## src/rtl/frequency_generator_pkg.sv

```systemverilog
// Shared widths, default clock rate and state encodings for the frequency generator.
package frequency_generator_pkg;

    localparam int unsigned FG_W      = 32;
    localparam int unsigned FG_CLK_HZ = 100_000_000;

    typedef enum logic {
        StStop,
        StRun
    } fsm_state_e;

    typedef enum logic {
        DivIdle,
        DivBusy
    } div_state_e;

endpackage

```

## src/rtl/freq_div.sv

```systemverilog
// W-bit restoring unsigned divider: one quotient bit per cycle, done pulses W cycles after start.
module freq_div
    import frequency_generator_pkg::*;
#(
    parameter int unsigned W = FG_W
) (
    input  logic         clk_i,
    input  logic         rst_i,
    input  logic         start_i,
    input  logic [W-1:0] dividend_i,
    input  logic [W:0]   divisor_i,
    output logic         done_o,
    output logic [W-1:0] quotient_o
);

    localparam int unsigned CntW = $clog2(W);

    div_state_e    state_q, state_d;
    logic [CntW-1:0] cnt_q, cnt_d;
    logic [W:0]    rem_q, rem_d;
    logic [W:0]    div_q, div_d;
    logic [W-1:0]  quo_q, quo_d;
    logic          done_q, done_d;
    logic [W+1:0]  rem_sh;

    // Dividend bits shift out of the quotient register as quotient bits shift in.
    assign rem_sh = {rem_q, quo_q[W-1]};

    always_comb begin
        state_d = state_q;
        cnt_d   = cnt_q;
        rem_d   = rem_q;
        div_d   = div_q;
        quo_d   = quo_q;
        done_d  = 1'b0;
        unique case (state_q)
            DivIdle: begin
                if (start_i) begin
                    state_d = DivBusy;
                    cnt_d   = '0;
                    rem_d   = '0;
                    quo_d   = dividend_i;
                    div_d   = divisor_i;
                end
            end
            DivBusy: begin
                if (rem_sh >= {1'b0, div_q}) begin
                    rem_d = (W+1)'(rem_sh - {1'b0, div_q});
                    quo_d = {quo_q[W-2:0], 1'b1};
                end else begin
                    rem_d = rem_sh[W:0];
                    quo_d = {quo_q[W-2:0], 1'b0};
                end
                if (cnt_q == CntW'(W - 1)) begin
                    state_d = DivIdle;
                    done_d  = 1'b1;
                end else begin
                    cnt_d = cnt_q + CntW'(1);
                end
            end
        endcase
    end

    always_ff @(posedge clk_i or posedge rst_i) begin
        if (rst_i) begin
            state_q <= DivIdle;
            cnt_q   <= '0;
            rem_q   <= '0;
            div_q   <= '0;
            quo_q   <= '0;
            done_q  <= 1'b0;
        end else begin
            state_q <= state_d;
            cnt_q   <= cnt_d;
            rem_q   <= rem_d;
            div_q   <= div_d;
            quo_q   <= quo_d;
            done_q  <= done_d;
        end
    end

    assign done_o     = done_q;
    assign quotient_o = quo_q;

endmodule

```

## src/rtl/frequency_generator.sv

```systemverilog
// Square-wave generator: Load/Ready handshake, pending setting, STOP/RUN output FSM and
// half-period counter; the half period comes from the sequential divider.
module frequency_generator
    import frequency_generator_pkg::*;
#(
    parameter int unsigned CLK_HZ = FG_CLK_HZ,
    parameter int unsigned W      = FG_W
) (
    input  logic         Clk,
    input  logic         Rst,
    input  logic [W-1:0] Freq,
    input  logic         Load,
    input  logic         En,
    output logic         Sig,
    output logic         Ready,
    output logic         Active
);

    localparam logic [W-1:0] ClkHz = W'(CLK_HZ);

    fsm_state_e   state_q, state_d;
    logic [W-1:0] cnt_q, cnt_d;
    logic [W-1:0] hp_q, hp_d;
    logic [W-1:0] pend_hp_q, pend_hp_d;
    logic         pend_stop_q, pend_stop_d;
    logic         pend_valid_q, pend_valid_d;
    logic         busy_q, busy_d;
    logic         load_stop_q, load_stop_d;
    logic         sig_q, sig_d;

    logic         load_acc;
    logic         div_done;
    logic [W-1:0] div_quo;
    logic [W-1:0] div_hp;

    assign load_acc = Load & ~busy_q;
    assign div_hp   = (div_quo == '0) ? W'(1) : div_quo;

    freq_div #(
        .W (W)
    ) u_freq_div (
        .clk_i      (Clk),
        .rst_i      (Rst),
        .start_i    (load_acc),
        .dividend_i (ClkHz),
        .divisor_i  ({Freq, 1'b0}),
        .done_o     (div_done),
        .quotient_o (div_quo)
    );

    always_comb begin
        state_d      = state_q;
        cnt_d        = cnt_q;
        hp_d         = hp_q;
        pend_hp_d    = pend_hp_q;
        pend_stop_d  = pend_stop_q;
        pend_valid_d = pend_valid_q;
        busy_d       = busy_q;
        load_stop_d  = load_stop_q;
        sig_d        = sig_q;

        if (load_acc) begin
            busy_d      = 1'b1;
            load_stop_d = (Freq == '0);
        end

        unique case (state_q)
            StStop: begin
                sig_d = 1'b0;
                cnt_d = '0;
                if (pend_valid_q) begin
                    if (pend_stop_q) begin
                        pend_valid_d = 1'b0;
                    end else if (En) begin
                        state_d      = StRun;
                        hp_d         = pend_hp_q;
                        sig_d        = 1'b1;
                        pend_valid_d = 1'b0;
                    end
                end
            end
            StRun: begin
                if (!En) begin
                    state_d = StStop;
                    sig_d   = 1'b0;
                    cnt_d   = '0;
                    // Keep the running setting for restart unless a newer one is waiting.
                    if (!pend_valid_q) begin
                        pend_hp_d    = hp_q;
                        pend_stop_d  = 1'b0;
                        pend_valid_d = 1'b1;
                    end
                end else if (cnt_q == hp_q - W'(1)) begin
                    cnt_d = '0;
                    if (!sig_q && pend_valid_q) begin
                        pend_valid_d = 1'b0;
                        if (pend_stop_q) begin
                            state_d = StStop;
                            sig_d   = 1'b0;
                        end else begin
                            hp_d  = pend_hp_q;
                            sig_d = 1'b1;
                        end
                    end else begin
                        sig_d = ~sig_q;
                    end
                end else begin
                    cnt_d = cnt_q + W'(1);
                end
            end
        endcase

        // A fresh result always wins over whatever was pending.
        if (div_done) begin
            busy_d       = 1'b0;
            pend_hp_d    = div_hp;
            pend_stop_d  = load_stop_q;
            pend_valid_d = 1'b1;
        end
    end

    always_ff @(posedge Clk or posedge Rst) begin
        if (Rst) begin
            state_q      <= StStop;
            cnt_q        <= '0;
            hp_q         <= '0;
            pend_hp_q    <= '0;
            pend_stop_q  <= 1'b0;
            pend_valid_q <= 1'b0;
            busy_q       <= 1'b0;
            load_stop_q  <= 1'b0;
            sig_q        <= 1'b0;
        end else begin
            state_q      <= state_d;
            cnt_q        <= cnt_d;
            hp_q         <= hp_d;
            pend_hp_q    <= pend_hp_d;
            pend_stop_q  <= pend_stop_d;
            pend_valid_q <= pend_valid_d;
            busy_q       <= busy_d;
            load_stop_q  <= load_stop_d;
            sig_q        <= sig_d;
        end
    end

    assign Sig    = sig_q;
    assign Ready  = ~busy_q;
    assign Active = (state_q == StRun);

endmodule

```

## config.mk

```make
export PLATFORM = sky130hd
export DESIGN_NAME = frequency_generator
export DESIGN_NICKNAME = d
export VERILOG_FILES = /design/src/rtl/frequency_generator_pkg.sv /design/src/rtl/freq_div.sv /design/src/rtl/frequency_generator.sv
export SDC_FILE = /design/constraint.sdc
export NUM_CORES = 1
export LEC_CHECK = 0
export ABC_AREA = 1
export CORE_ASPECT_RATIO = 1.25
export CORE_MARGIN = 3
export CORE_UTILIZATION = 40
export CTS_CLUSTER_SIZE = 10
export DETAILED_ROUTE_END_ITERATION = 10
export GPL_TIMING_DRIVEN = 0
export MAX_ROUTING_LAYER = met4
export PLACE_DENSITY = 0.56
export SETUP_SLACK_MARGIN = 0.02
export SYNTH_ARGS = -nofsm -noshare
export SYNTH_HDL_FRONTEND = slang
export SYNTH_SLANG_ARGS = --single-unit
```

## constraint.sdc

```tcl
create_clock -name Clk -period 12.2 [get_ports Clk]
set_input_delay 3.05 -clock Clk [delete_from_list [all_inputs] [get_ports Clk]]
set_output_delay 3.05 -clock Clk [all_outputs]
set_load 0.02 [all_outputs]
```

* Yosys cells after proc, flatten, opt, wreduce, memory -nomap -nowiden
Cells that the tools add are included.
Storage, ports and cells: output and inout port bits 3, word-level logic and storage cells 108, register bits after elaboration 206
Operators by class: order comparisons 1, eq/ne operators 16, add/subtract/negate cells 4, bitwise gates (word level) 5, muxes and demuxes 56, reductions and logical operators 11
Operators by type and width (count):
- 2-to-1 mux 32 bit | 15
- one-hot mux 32 bit (2 select lines) | 3
- 2-to-1 mux 33 bit | 2
- one-hot mux 33 bit (2 select lines) | 1
- zero test 32 bit | 2
- >= comparator 34 x 33 -> 1 bit | 1
- subtractor 33 bit | 1
- adder 32 x 1 -> 32 bit, second input constant | 1
- == test 32 bit | 1
- subtractor 32 x 1 -> 32 bit, second input constant | 1
- 2-to-1 mux 1 bit | 28
- inequality test 2 bit, second input constant | 7
- 2-to-1 mux 5 bit | 2
- one-hot mux 5 bit (2 select lines) | 1
- inequality test 2 x 1 -> 1 bit, second input constant | 4
- inequality test 4 x 2 -> 1 bit, second input constant | 2
- one-hot mux 1 bit (2 select lines) | 4
- AND reduction 7 bit | 1
- AND reduction 2 bit | 3
- adder 5 x 1 -> 5 bit, second input constant | 1
- == test 5 bit, second input constant | 1
- inverter 1 bit | 4
- nonzero test 2 bit | 2
- inequality test 3 x 2 -> 1 bit, second input constant | 1
- 4 further kinds | 4

* Longest topological paths before layout
Gate-level depths: netlist of run 1.
depth in word-level cells 7, mapped depth 18, depth with buffers taken out 17

* By module
A second synthesis of run 1 with hierarchy kept.
Unflattened totals: cells, all modules 2023, area, all modules 13728.2 sq um
By module, submodules not included:
- freq_div | cells each 1108, times used 1, area each 7240.7 sq um, sequential area each 2627.5 sq um
- frequency_generator | cells each 915, times used 1, area each 6487.5 sq um, sequential area each 2552.4 sq um

* Worst setup path after synthesis of run 1
No wires, ideal clock.
path kind input to register, start in Load, end reg u_freq_div.div_q[31], data required time 12.067 ns, buffers on the path 1, arrival 3.969 ns, stages 6, path slack 8.098 ns, setup time 0.133 ns, cell sequence inv_1 -> nor2_1 -> inv_1 -> nor2_1 -> clkbuf_1 -> o21ai_0
On the way: longest elaborated chain between the ends 2
RTL lines:
- from (decl) | RTL line frequency_generator.sv:12 | input logic Load,
- bitwise AND 1 bit | RTL line frequency_generator.sv:36 | assign load_acc = Load & ~busy_q;
- AND reduction 2 bit (no source line)
- to (signal assigned) | RTL line freq_div.sv:76 | div_q <= div_d;
- to (decl) | RTL line freq_div.sv:21 | logic [W:0] div_q, div_d;
Every way passes these cells. A chain may end at the register's enable or synchronous reset.

* Final worst setup path of run 1
Same ends and word-level chain as after synthesis.

==> metrics.txt, run 1 <==
status=completed; first-pass GRT wire length=approximately 59,000 um; total wire length=around 37,000 um; initial DRC count=656; Setup Skew=approximately 15 ps; Finished Layout Cells=roughly 2,200; Initial Util=0.412; R2R setup slack=approximately 9000 ps; hold_buf cts=0; CP endpoint kind=register; LEAKAGE=about 6.8 nW; worst hold endpoint=u_freq_div.cnt_q[2]; Post-route DRC=0; Worst Hold Launch=u_freq_div.cnt_q[2]; reg2reg end=cnt_q[28]; vias in the first global route=roughly 11,000; Clock Sinks=slightly above 200; Worst Path Buf+Inv=4; Mapped Avg Cell Area=roughly 7.2 um2; RePlAce Congestion=approximately 1; Max-cap violations=0; Area contributors post-synth=dfrtp_1, nand2_1, nor2_1; row count=between 70 and 80; CTS max path bufs=3; die area=between 30,000 and 40,000 um2; routed vias/inst=5.11; NumNets Final=about 1,900; Placed Cells=~2,200; pwr dens=300 nW/um2; CP max FO=10; Routed Antenna Nets=0; Slew HR=0.321; Worst Hold Class=register to register; Async SR Flop Fraction=1.00; Critical-path top delay cell=nor2_1; mapped cell area=12,500 um2; hold depth=1; VDD IR-drop max=slightly above 0.0002 V; I/O pin cnt=39; core area=30,500 um2; Reg-to-Reg Start=hp_q[0]; R2R depth=15; Synth Warn #=0; largest net degree at the start of global routing=107; Synth top cells by count=nand2_1, nor2_1, inv_1; Root Buffer=clkbuf_16; CTS tree=done; Avg WL per Cell=about 17 um; CP Class=primary input to register; worst path cell trace=clkdlybuf4s50_1, inv_1, nor2_1, inv_1, nor2_1, clkbuf_1, o21ai_0; # diodes=0; die height=about 200 um; Slew @ Worst Pin=about 1000 ps; # Post-CTS Setup Buffers=0; Unique masters post-synth=42; Seq/Total Area, Yosys=0.411; Post-DP HPWL=~29,000 um; CP top delay family=buffers and inverters; CTS resizes=0; endpoints failing setup=0; clock-pin slew on the worst setup and hold paths=50 ps; fin crit period=around 5000 ps; total gr overflow=0; post-synth top area cell=dfrtp_1; cts bufs inserted=25; DR pass1 iterations=5; H-tree depth=1; Die Wd=approximately 160 um; total global-route track usage=0.226; post-synth top area share=0.411; routed vias=11,298; unrepaired setup endpoints after global routing=false; Clk Latency, worst-skew pair=between 500 and 600 ps; crit share post-route=0.408; max-slew violation count=0; Post-synth top flop=dfrtp_1; Fmax=approximately 0.20 GHz; setup TNS=0 ps; FF+latch count, synth=roughly 200; CP max stage delay=between 700 and 800 ps; initial antenna violation count=0; Syn Inst Count=1,741; layout cell share with drive strength beyond 1=0.0315; CP required=12,570 ps; Post-Syn Nets=roughly 1,800; most common cell in the netlist=nand2_1; P&R area growth vs syn=12.8%; final hold vios=0; port bufs=38; CP arrival=around 5400 ps; EDFF count, synth=0; nature of the critical path startpoint=primary input
==> layer usage <==
layer  global-route usage  part of all wire  vias to the layer above
met3               0.0209             0.025                       77
met2                0.426              0.54                      178
met4               0.0965             0.049                        0
li1                     -                 -                     5770
met1                0.238              0.38                     5273
met5                    -                 0                        -
==> placed cells by master, fill, tap and decap left out, types with 46 or more instances in the layout <==
master    netlist  final
xor2_1         48     48
clkbuf_1       43     46
nand2_1       466    466
nand3_1        79     79
a21oi_1        69     69
o21ai_0       110    110
inv_1         219    218
nor2_1        220    220
dfrtp_1       206    206
nand4_1        62     62
==> metrics by stage <==
stage	hold slack, ps	total power (W)	area (um2)	utilization	worst slack [ps]
4_1_cts	497	0.00427	14200	0.464	7150
2_1_floorplan	446	0.00290	12500	-	3530
3_5_place_dp	483	0.00360	13500	0.442	6600
3_3_place_gp	475	0.00358	13400	0.441	557
5_1_grt	519	0.00467	14200	0.464	7060
6_report	487	0.00425	14200	0.464	7220
==> sequential cells by signal, indices dropped and copies added (netlist names) <==
| name | count |
|---|---|
| Active | 1 |
| Sig | 1 |
| busy_q | 1 |
| cnt_q | 32 |
| hp_q | 32 |
| load_stop_q | 1 |
| pend_hp_q | 32 |
| pend_stop_q | 1 |
| pend_valid_q | 1 |
| u_freq_div.cnt_q | 5 |
| u_freq_div.div_q | 32 |
| u_freq_div.done_o | 1 |
| u_freq_div.quotient_o | 32 |
| u_freq_div.rem_q | 33 |
| u_freq_div.state_q | 1 |
==> where the power goes <==
| part | switching, W | total (W) | internal, W | leakage (nW) |
|---|---|---|---|---|
| Combinational | 0.00163 | 0.00244 | 0.000814 | 3.90 |
| Sequential | 0.000194 | 0.00115 | 0.000958 | 2.53 |
| Clock | 0.000271 | 0.000653 | 0.000382 | 0.333 |
==> final cells by class <==
| class | instances | area (um2) |
|---|---|---|
| Fill cell | 3126 | 16300 |
| Multi-Input combinational cell | 1258 | 6310 |
| Sequential cell | 206 | 5150 |
| Inverter | 220 | 833 |
| Clock buffer | 31 | 678 |
| Tap cell | 401 | 502 |
| Timing Repair Buffer | 39 | 408 |
| Buffer | 57 | 262 |
| Clock inverter | 1 | 7.51 |
==> logic make-up (layout without fill, tap and decap cells) <==
kind of cell               after synthesis  count (layout)  synth area share
xor gates and xnor gates                73              73            0.0509
buffers and inverters                  277             348            0.0866
DFF                                    206             206             0.411
and+or+nand+nor                        892             892             0.301
adders and majority gates               37              37            0.0375
AOI/OAI and AO/OA                      256             256             0.113
==> worst max path at each step <==
| stage | from | slack (ps) | cells past startpoint | to |
|---|---|---|---|---|
| final | Load | 7220 | 7 | u_freq_div.div_q[31] |
| after floorplan | Rst | 3530 | 1 | Active |
| after global routing | Load | 7060 | 7 | u_freq_div.div_q[31] |
| after global placement | Rst | 560 | 2 | u_freq_div.div_q[22] |
| after detailed placement | Load | 6600 | 8 | u_freq_div.div_q[2] |
| after CTS | Load | 7150 | 8 | u_freq_div.div_q[2] |
Power figures use the tool's default switching activity.
==> run 2: changes to the inputs <==
Settings changed: PLACE_DENSITY 0.56 to 0.58.
Clock period 12.2 ns to 4.5 ns, I/O delays scaled along.
==> run 2 against run 1 <==
Final area rose by 0.54%. Register-to-register slack lost 7800 ps. Sequential power grew to 2.7 times the previous value. Non-clock buffer count rose by 4. Critical endpoint is now cnt_q[27]. Largest cell class unchanged. Largest power group unchanged.
==> metrics.txt, run 2 (synthesis gave the netlist of run 1 again) <==
most frequent cells in the layout=nand2_1, nor2_1, inv_1, dfrtp_1, o21ai_0; WHS=493 ps (+6.02 ps); row count=71 (unchanged); CP endpoint kind=register; Die Wd=164 um (unchanged); clock-pin slew on the worst setup and hold paths=60 ps (about the same); Clock Sinks=206 (unchanged); DR top layer=met4; initial antenna violation count=0 (unchanged); largest net degree at the start of global routing=42 (-61%); Post-route DRC=0 (unchanged); cts bufs inserted=25 (unchanged); Max-cap violations=0 (unchanged); routed vias=11,334 (+0.32%); fin crit period=3230 ps; met3 wire len=990 um (+6.5%); total gr overflow=0 (unchanged); # Post-CTS Setup Buffers=0 (unchanged); die area=33,500 um2 (unchanged); CP required=4900 ps (-7670 ps); endpoints failing setup=0 (unchanged); Final Instance Area=14,200 um2 (+0.54%); largest register by flop count=u_freq_div.rem_q; DR pass1 iterations=5 (unchanged); Initial Util=0.412 (unchanged); M1 WL=14,000 um (-0.45%); max-slew violation count=0 (unchanged); DR WL met2=19,800 um (-0.40%); crit share post-route=0.719; vias in the first global route=11,774 (+2.5%); Worst Hold Class=register to register; pwr dens=811 nW/um2 (+170%); fin util=0.467 (+0.00251); Clk Latency, worst-skew pair=520 ps (about the same); CP max FO=10 (unchanged); setup TNS=0 ps (unchanged); total wire length=36,200 um (-1.2%); # diodes=0 (unchanged); max reg flops=33 (unchanged); CTS tree=done; final hold vios=0 (unchanged); Avg WL per Cell=16.3 um (-1.4%); unrepaired setup endpoints after global routing=false; P&R area growth vs syn=13.4%; NumNets Final=1,884 (+0.21%); layout cell share with drive strength beyond 1=0.0330 (+0.00156); total global-route track usage=0.226 (+0.000338); nature of the critical path startpoint=register; Post-DP HPWL=28,800 um (+0.49%); CTS max path bufs=3 (unchanged); LEAKAGE=6.80 nW (+0.51%); Fmax=just over 0.3 GHz; I/O pin cnt=39 (unchanged); Routed Antenna Nets=0 (unchanged); port bufs=38 (unchanged); routed vias/inst=5.11 (about the same); VDD IR-drop max=0.000546 V (+170%); most common cell after layout, fill and taps aside=nand2_1; hold_buf cts=0 (unchanged); first-pass GRT wire length=59,200 um (+1.1%); CP arrival=3640 ps (-1710 ps); CP Class=register to register; RePlAce Congestion=0.950 (-4.4%); Area after DPL=13,500 um2 (+0.51%); Setup Skew=11.4 ps (-3.88 ps); die height=204 um (unchanged); Layout fillers=3,137 (+0.35%); H-tree depth=1 (unchanged); Root Buffer=clkbuf_16; initial DRC count=665 (+1.4%); Slew @ Worst Pin=931 ps (-83.8 ps); core area=30,500 um2 (unchanged); R2R setup slack=1270 ps (-7750 ps); CTS resizes=0 (unchanged); Slew HR=0.377 (+0.0561); status=completed
## run 2: cell types whose count changed in the layout (fill, tap and decap cells not counted), sizes merged
cell / previous run / this run
buf: 15 / 19
bufinv: 0 / 1
clkinv: 1 / 2
inv: 219 / 218
## run 2: layout make-up
| class | instances | area [um2] | share of cell area |
|---|---|---|---|
| Tap cell | 401 | 502 | 0.0353 |
| Buffer | 57 | 262 | 0.0184 |
| Sequential cell | 206 | 5150 | 0.362 |
| Clock buffer | 31 | 658 | 0.0463 |
| Clock inverter | 2 | 35.0 | 0.00246 |
| Timing Repair Buffer | 43 | 480 | 0.0338 |
| Multi-Input combinational cell | 1258 | 6310 | 0.443 |
| Inverter | 220 | 830 | 0.0583 |
## run 2: layer usage
layer | GRT usage | vias up
li1 | - | 5785
met1 | 0.238 | 5310
met2 | 0.432 | 165
met3 | 0.0231 | 74
met4 | 0.0827 | 0
met5 | - | -
## run 2: power breakdown
part | internal [W] | switching, W | total [W]
Clock | 0.00106 | 0.000760 | 0.00182
Combinational | 0.00222 | 0.00438 | 0.00660
Sequential | 0.00260 | 0.000525 | 0.00312
## run 2: worst paths after layout
check | end | start | cells past startpoint
worst max-delay path | cnt_q[27] | hp_q[0] | 15
worst min-delay path | u_freq_div.cnt_q[2] | u_freq_div.cnt_q[2] | 1
worst max register to register | cnt_q[27] | hp_q[0] | 15
worst min register to register | u_freq_div.cnt_q[2] | u_freq_div.cnt_q[2] | 1
max in group asynchronous | pend_hp_q[31] | Rst | 5
min in group asynchronous | u_freq_div.quotient_o[23] | Rst | 2
## run 2: metrics by stage
step           std cells  setup slack, ps  power [W]
6_report            2218             1270     0.0115
5_1_grt             2218             1030     0.0127
4_1_cts             2218             1230     0.0116
3_5_place_dp        2185             1000    0.00972
3_3_place_gp        2180             -989    0.00964
2_1_floorplan       1741              703    0.00788
## run 2: critical path, cell delays in order (launching register included)
cell and delay [ps]:
dfrtp_1 420, inv_1 210, ha_1 230, nand2_1 110, nor2_2 240, buf_4 240, nand3_2 150, o21ai_1 150
nand2_1 80, nor2_1 90, nand2_1 70, nor2_1 280, nand3_2 170, nand2_1 250, buf_2 310, nor2_1 90
==> run 3: changes to the inputs <==
Settings changed: PLACE_DENSITY 0.58 to 0.56.
Clock period 4.5 ns to 3 ns, I/O delays scaled along.
==> run 3 against run 2 <==
Sequential power increased by 50%. Sequential share of layout area decreased by 0.35 points. Clock-buffer cell count increased by 5. Non-clock buffer count increased by 1. Worst hold slack got worse by 9.1 ps.
==> metrics.txt, run 3 (synthesis gave the netlist of run 1 again) <==
status=completed; final hold vios=0 (unchanged); largest register by flop count=u_freq_div.rem_q; CP arrival=3230 ps (-410 ps); Fmax=around 0.35 GHz; Clock Sinks=206 (unchanged); Worst Hold Launch=u_freq_div.cnt_q[2]; H-tree depth=1 (unchanged); hold depth=1 (unchanged); largest net degree at the start of global routing=42 (unchanged); vias in the first global route=11,685 (-0.76%); Setup Skew=15.6 ps (+4.24 ps); pwr dens=1230 nW/um2 (+51%); port bufs=38 (unchanged); LEAKAGE=6.85 nW (+0.76%); initial DRC count=659 (-0.90%); first-pass GRT wire length=59,200 um (about the same); die area=33,500 um2 (unchanged); hold_buf cts=0 (unchanged); fin crit period=2850 ps; Final Instance Area=14,400 um2 (+1.0%); max reg flops=33 (unchanged); CTS max path bufs=3 (unchanged); CP top delay family=buffers and inverters; Area after DPL=13,500 um2 (about the same); CP required=3370 ps (-1530 ps); die height=204 um (unchanged); routed vias=11,360 (+0.23%); Avg WL per Cell=16.5 um (+1.2%); Critical-path top delay cell=nor2_1; area occupied by multi-input gates=6360 um2 (+0.79%); initial antenna violation count=0 (unchanged); max-slew violation count=0 (unchanged); CP endpoint kind=register; most common cell after layout, fill and taps aside=nand2_1; Worst Path Buf+Inv=4 (+1); nature of the critical path startpoint=primary input; CP Class=primary input to register; Die Wd=164 um (unchanged); total wire length=36,800 um (+1.5%); reg2reg end=u_freq_div.rem_q[24]; setup TNS=0 ps (unchanged); total gr overflow=0 (unchanged); Reg area=5160 um2 (about the same); R2R setup slack=230 ps (-1040 ps); total global-route track usage=0.229 (+0.00252); R2R depth=13 (-2); crit share post-route=0.951; Clk Latency, worst-skew pair=540 ps (+20 ps); worst path cell trace=clkdlybuf4s50_1, inv_1, nor2_1, inv_1, nor2_1, clkbuf_1, o21ai_0; unrepaired setup endpoints after global routing=false; endpoints failing setup=0 (unchanged); Slew @ Worst Pin=1140 ps (+209 ps); Max-cap violations=0 (unchanged); Worst Hold Class=register to register; VDD IR-drop max=0.000699 V (+28%); row count=71 (unchanged); NumNets Final=1,886 (+0.11%); Placed Cells=2,185 (unchanged); CP max stage delay=870 ps (+450 ps); core area=30,500 um2 (unchanged); CTS tree=done; # diodes=0 (unchanged); Post-route DRC=0 (unchanged); P&R area growth vs syn=14.5%; Routed Antenna Nets=0 (unchanged); Slew HR=0.237 (-0.140); Layout fillers=3,109 (-0.89%); routed vias/inst=5.11 (about the same); Initial Util=0.412 (unchanged); Finished Layout Cells=2,225 (+0.32%); Post-DP HPWL=29,200 um (+1.5%); DR pass1 iterations=5 (unchanged); worst hold endpoint=u_freq_div.cnt_q[2]; cts bufs inserted=26 (+4.0%); CP max FO=10 (unchanged); layout cell share with drive strength beyond 1=0.0439 (+0.0108); RePlAce Congestion=0.989 (+4.1%); most frequent cells in the layout=nand2_1, nor2_1, inv_1, dfrtp_1, o21ai_0; clock-pin slew on the worst setup and hold paths=50 ps (about the same); Root Buffer=clkbuf_16; I/O pin cnt=39 (unchanged); Reg-to-Reg Start=u_freq_div.rem_q[6]
==> run 3: changes by cell type in the layout (fill, tap and decap cells not counted), moves of 3 or more <==
cell / change
buf_2: -4
o21ai_1: +3
o21ai_0: -4
nor2_1: -3
nor2_4: +3
clkbuf_2: +3
==> run 3: cell type report <==
type	count	area share
tap	401	0.0349
buffer	57	0.0197
multi-input combinational	1258	0.442
clock inverter	3	0.00139
inverter	220	0.0577
timing repair buffer	44	0.0345
clock buffer	36	0.0508
sequential	206	0.359
==> run 3: worst reg2reg max path: stages, from the launching register on <==
cell,delay (ps)
dfrtp_1,390
ha_1,370
nand2_1,150
nor2_2,210
a21oi_4,100
o21bai_2,250
nand3_1,110
nand2_1,160
nand2_1,70
nand2_1,140
clkbuf_2,330
nand3_1,190
nand3_1,120
nand2_1,60
==> run 3: how the worst max path moves through the flow <==
stage | from | endpoint | slack [ps] | cells after the start
finish | Load | u_freq_div.div_q[31] | 150 | 7
global route | hp_q[0] | hp_q[8] | 30 | 17
CTS | u_freq_div.div_q[2] | u_freq_div.rem_q[17] | 20 | 16
detailed placement | Load | u_freq_div.div_q[2] | -340 | 8
global placement | Rst | u_freq_div.div_q[28] | -2190 | 2
floorplan | Rst | Active | -420 | 1
==> run 3: per-stage QoR <==
stage,hold slack [ps],power [W],setup slack (ps),util
4_1_cts,488,0.0176,15.7,0.470
6_report,484,0.0177,146,0.472
2_1_floorplan,446,0.0118,-422,-
3_3_place_gp,472,0.0145,-2190,0.441
3_5_place_dp,477,0.0147,-343,0.444
5_1_grt,503,0.0194,27.3,0.472
==> run 3: timing repair <==
item	CTS	global route
cloned	0	0
pin swaps	0	2
gates resized for setup	12	19
setup buffers	0	1
setup endpoints to repair	89	85
==> run 3: per-layer routing <==
| metal | track usage | vias to the layer above | routed length [um] |
|---|---|---|---|
| met5 | - | - | 0 |
| met4 | 0.0956 | 0 | 1760 |
| met3 | 0.0249 | 77 | 1040 |
| met2 | 0.432 | 184 | 19800 |
| met1 | 0.239 | 5299 | 14200 |
| li1 | - | 5800 | - |
==> run 3: power by group <==
part           total (W)  switching, W  internal [W]
Combinational     0.0102       0.00672       0.00343
Clock            0.00282       0.00116       0.00166
Sequential       0.00469      0.000787       0.00390
Total             0.0177       0.00867       0.00900
